==> src/rtl/ksa.sv <==
// RC4 key-scheduling pass over the 256x8 S-RAM (registered address, unregistered q).
// Optional `KSA_CYCLE_COUNT_EN adds a busy-cycle counter output `cycles`.
module ksa #(
    parameter int KEY_LEN = 3
) (
    input  logic                   clk,
    input  logic                   rst_n,
    input  logic                   en,
    output logic                   rdy,
    input  logic [8*KEY_LEN-1:0]   key,
    output logic [7:0]             addr,
    input  logic [7:0]             rddata,
    output logic [7:0]             wrdata,
    output logic                   wren
`ifdef KSA_CYCLE_COUNT_EN
    ,
    output logic [11:0]            cycles
`endif
);

    localparam int KW = (KEY_LEN > 1) ? $clog2(KEY_LEN) : 1;

    typedef enum logic [2:0] {
        IDLE,
        RD_I,
        WT_I,
        RD_J,
        WT_J,
        WR_I,
        WR_J
    } state_t;

    state_t                 state_reg, state_next;
    logic [7:0]             i_reg, j_reg;
    logic [7:0]             si_reg, sj_reg;
    logic [8*KEY_LEN-1:0]   kreg;
    logic [KW-1:0]          kidx_reg;
    logic [7:0]             key_bytes [KEY_LEN];

    // Byte 0 is the most significant byte of the key.
    for (genvar gi = 0; gi < KEY_LEN; gi++) begin : g_key_bytes
        assign key_bytes[gi] = kreg[8*(KEY_LEN-1-gi) +: 8];
    end

    always_comb begin
        state_next = state_reg;
        case (state_reg)
            IDLE:    if (en) state_next = RD_I;
            RD_I:    state_next = WT_I;
            WT_I:    state_next = RD_J;
            RD_J:    state_next = WT_J;
            WT_J:    state_next = WR_I;
            WR_I:    state_next = WR_J;
            WR_J:    state_next = (i_reg == 8'hFF) ? IDLE : RD_I;
            default: state_next = IDLE;
        endcase
    end

    // Outputs depend only on state and datapath registers, never on rddata.
    always_comb begin
        rdy    = (state_reg == IDLE);
        wren   = (state_reg == WR_I) || (state_reg == WR_J);
        addr   = 8'd0;
        wrdata = 8'd0;
        case (state_reg)
            RD_I:    addr = i_reg;
            RD_J:    addr = j_reg;
            WR_I: begin
                addr   = i_reg;
                wrdata = sj_reg;
            end
            WR_J: begin
                addr   = j_reg;
                wrdata = si_reg;
            end
            default: begin
                addr   = 8'd0;
                wrdata = 8'd0;
            end
        endcase
    end

    always_ff @(posedge clk or negedge rst_n) begin
        if (!rst_n) begin
            state_reg <= IDLE;
            i_reg     <= 8'd0;
            j_reg     <= 8'd0;
            si_reg    <= 8'd0;
            sj_reg    <= 8'd0;
            kreg      <= '0;
            kidx_reg  <= '0;
        end else begin
            state_reg <= state_next;
            case (state_reg)
                IDLE: begin
                    if (en) begin
                        kreg     <= key;
                        i_reg    <= 8'd0;
                        j_reg    <= 8'd0;
                        kidx_reg <= '0;
                    end
                end
                WT_I: begin
                    si_reg <= rddata;
                    j_reg  <= j_reg + rddata + key_bytes[kidx_reg];
                end
                WT_J: sj_reg <= rddata;
                WR_J: begin
                    // kidx tracks i mod KEY_LEN without a divider.
                    if (i_reg != 8'hFF) begin
                        i_reg    <= i_reg + 8'd1;
                        kidx_reg <= (kidx_reg == KW'(KEY_LEN-1)) ? '0 : kidx_reg + 1'b1;
                    end
                end
                default: ;
            endcase
        end
    end

`ifdef KSA_CYCLE_COUNT_EN
    always_ff @(posedge clk or negedge rst_n) begin
        if (!rst_n) begin
            cycles <= 12'd0;
        end else if (state_reg == IDLE) begin
            if (en) cycles <= 12'd0;
        end else begin
            cycles <= cycles + 12'd1;
        end
    end
`endif

endmodule

==> config.mk <==
export PLATFORM = sky130hd
export DESIGN_NAME = ksa
export DESIGN_NICKNAME = d
export VERILOG_FILES = /design/src/rtl/ksa.sv
export SDC_FILE = /design/constraint.sdc
export NUM_CORES = 1
export LEC_CHECK = 0
export CAP_MARGIN = 10
export CORE_UTILIZATION = 45
export CTS_CLUSTER_SIZE = 25
export DETAILED_ROUTE_END_ITERATION = 7
export GPL_TIMING_DRIVEN = 0
export PLACE_DENSITY = 0.72
export SLEW_MARGIN = 0
export SYNTH_ARGS = -nofsm -noshare
export SYNTH_HDL_FRONTEND = slang
export SYNTH_SLANG_ARGS = --single-unit
==> constraint.sdc <==
create_clock -name clk -period 2.5 [get_ports clk]
set_input_delay 0.5 -clock clk [delete_from_list [all_inputs] [get_ports clk]]
set_output_delay 0.5 -clock clk [all_outputs]
set_load 0.01 [all_outputs]
==> results.yml <==
status:
  status: "complete, but fails checks"
  violations: "setup timing"
clock_tree:
  postCtsHoldBufs: 0
  clockBufferDepth: 2
  cts_buffers: 9
  path_clk_slew_ns: 0.07
  clkLatencyLatePin_ns: 0.34
  cts-htree-levels: 3
  root_buffer: "clkbuf_8"
  cts_tree: "done"
  cts_num_sinks: 61
min_path:
  worst_hold_path_type: "primary input to async pin"
synthesis:
  synth.distinct_cells: 46
  synth_edf_count: 0
  ys_ff_latch: 61
  synth.most_common_cell: "nand2_1"
  synth_cells: 347
  yosys-top-cells-area: "dfrtp_1 46%, nand2_1 10%, mux2_2 5.7%"
  yosysSeqAreaShare_pct: 45.7
  synth_top_area_cell: "dfrtp_1"
  synth_commonest_cells: "93 x nand2_1, 61 x dfrtp_1, 22 x o21ai_0, 19 x nor2_1, 17 x mux2_2"
  synth_nets: 397
  netlist_area_um2: 3340
  synth_top_area_share_pct: 45.7
  ys_warn_count: 0
  synth-main-ff-cell: "dfrtp_1"
  async_flop_share_pct: 100
  syn_avg_cell_area_um2: 9.62
final_layout:
  stdcell_count: 519
  largest_reg_flops: 24
  area_growth_pct: 30.0
  layout.nets: 466
  drive_gt1_share_pct: 16.9
  utilization_pct: 60.1
  nFillCells: 617
  diodes: 0
power_and_ir_drop:
  fin_total_pwr_mw: 5.69
  power.density_nw_per_um2: 1310
  irDropWorstVdd_mv: 0.514
  leakage_nw: 2.11
worst_setup_path:
  cp_max_fo: 8
  critPathBufInv: 1
  reg2reg_depth: 10
  worstSetupPathDepth: 10
  critPathLaunchType: "flip-flop"
  critical_path.top_delay_family: "adder cells"
  rrSetupSlack_ns: -0.17
  crit_top_cell: "a21o_1"
  crit_slowest_cell: "fa_1"
  path_cells: "buf_6, mux2i_1, o21ai_2, fa_1, ha_1, a21o_1, a21o_1, a21oi_2, nor4b_1, or3_1"
  worst-setup-path-type: "flip-flop to flip-flop"
  cpPeakStageDelay_ns: 0.47
  cp.required_ns: 2.73
  cp.arrival_ns: 2.90
  endpoint_kind: "flip-flop"
sta:
  finClkSkew_ns: 0.0130
  tightest_slew_ns: 0.696
  rsz0062_at_grt: "yes"
  report.final.slew_viol_count: 0
  slew_headroom_pct: 53.3
  hold_violations: 0
  tns_ns: -0.389
  fin_ws_ns: -0.171
  setup_viol: 3
  fmax_mhz: 374
  min_period_ns: 2.67
  period_share_pct: 107
floorplan:
  dieArea_um2: 7760
  rows: 31
  ioPinCount: 53
  core-area_um2: 7210
  fp.dieW_um: 88.1
  initial_core_util_pct: 46.3
  dieHeight_um: 88.1
global_route:
  grt_first_pass_wirelength_mm: 12.4
  grt_antenna_before_repair: 0
  grt_pass1_vias: 2606
  overflow: 0
  grt_use_total_pct: 21.3
  grt_start_max_net_pins: 34
place:
  gp_congestion: 0.820
  dp_hpwl_mm: 5.43
  pre_cts_slack_ns: -0.471
  dp.cells: 499
  port_buffers: 52
routing:
  drc: 0
  viasPerCell: 5.13
  vias: 2663
  dr.pass1.iters: 4
  wirelength_mm: 7.46
  wl_per_cell_um: 14.4
  ant_nets: 0
  drtIter0Drc: 129
flow_run:
  cap_violations: 0
cell families (layout without fill, tap and decap cells):
kind of cell | Yosys count | in the layout | share of synthesized area, %
AND/OR/NAND/NOR | 144 | 144 | 19.7
multiplexers | 25 | 25 | 8.14
AO/OA/AOI/OAI | 55 | 55 | 10.9
buffers and inverters | 35 | 108 | 4.95
adder cells (fa/ha/maj) | 15 | 15 | 7.42
flip-flops | 61 | 61 | 45.7
XOR/XNOR | 12 | 12 | 3.15
stage by stage:
stage          hold WS [ns]  area, um^2
6_report              0.194        4340
3_5_place_dp          0.461        4010
3_3_place_gp          0.458        4000
2_1_floorplan         0.204        3350
4_1_cts               0.212        4280
5_1_grt               0.239        4340
power breakdown:
part,switching [mW],internal [mW]
Sequential,0.272,1.41
Clock,0.382,0.505
Combinational,1.59,1.53
Total,2.24,3.45
layout by cell type (no fill, tap or decap), drive strengths merged, types with 2 or more instances in the layout:
cell type	synthesis	routed
nand2	94	94
dfrtp	61	61
clkdlybuf4s50	0	41
o21ai	23	23
buf	12	22
nor2	19	19
clkbuf	10	18
mux2	17	17
inv	13	13
a22o	9	9
dlymetal6s2s	0	9
a22oi	8	8
mux2i	8	8
xnor2	8	8
fa	8	8
nand3	7	7
ha	7	7
nor2b	5	5
xor2	4	4
nor3	4	4
nand4	3	3
a21oi	3	3
o21a	2	2
and3	2	2
a31oi	2	2
a21o	2	2
nor4b	2	2
clkinv	0	2
nor3b	2	2
o31ai	2	2
path summary, 6_finish.rpt:
check / from / to
max in group asynchronous: rst_n / j_reg[0]
worst min register to register: key_bytes[15] / key_bytes[15]
worst max register to register: kidx_reg[1] / j_reg[6]
worst min-delay path: rst_n / si_reg[7]
worst max-delay path: kidx_reg[1] / j_reg[6]
min in group clk: key_bytes[15] / key_bytes[15]
routing by layer:
metal | vias up | routed length [um] | GRT usage [%]
li1 | 1304 | - | -
met4 | 0 | 99 | 7.04
met5 | - | 0 | 0
met3 | 8 | 225 | 4.05
met1 | 1309 | 3460 | 29.0
met2 | 42 | 3680 | 34.4
worst reg2reg max path, delay by kind of cell (launching register included):
kind,cells,cell delay (ns)
fa+ha+maj,2,0.76
compound gates,4,0.59
simple gates,2,0.43
flops,1,0.37
mux,1,0.25
buf+inv,1,0.16
layout make-up:
class / instances / area (um^2) / share of cell area (%)
clock buffer: 11 / 151 / 3.49
timing repair buffer: 59 / 606 / 14.0
tap: 99 / 124 / 2.86
sequential: 61 / 1530 / 35.2
clock inverter: 4 / 47.5 / 1.10
buffer: 21 / 144 / 3.32
multi-input combinational: 251 / 1690 / 38.9
inverter: 13 / 51.3 / 1.18
timing repair:
item,4_1_cts,5_1_grt
gates resized for setup,17,26
buffers inserted,6,0
pin swaps,5,0
endpoints found under the setup margin,20,19
Power figures use the tool's default switching activity.
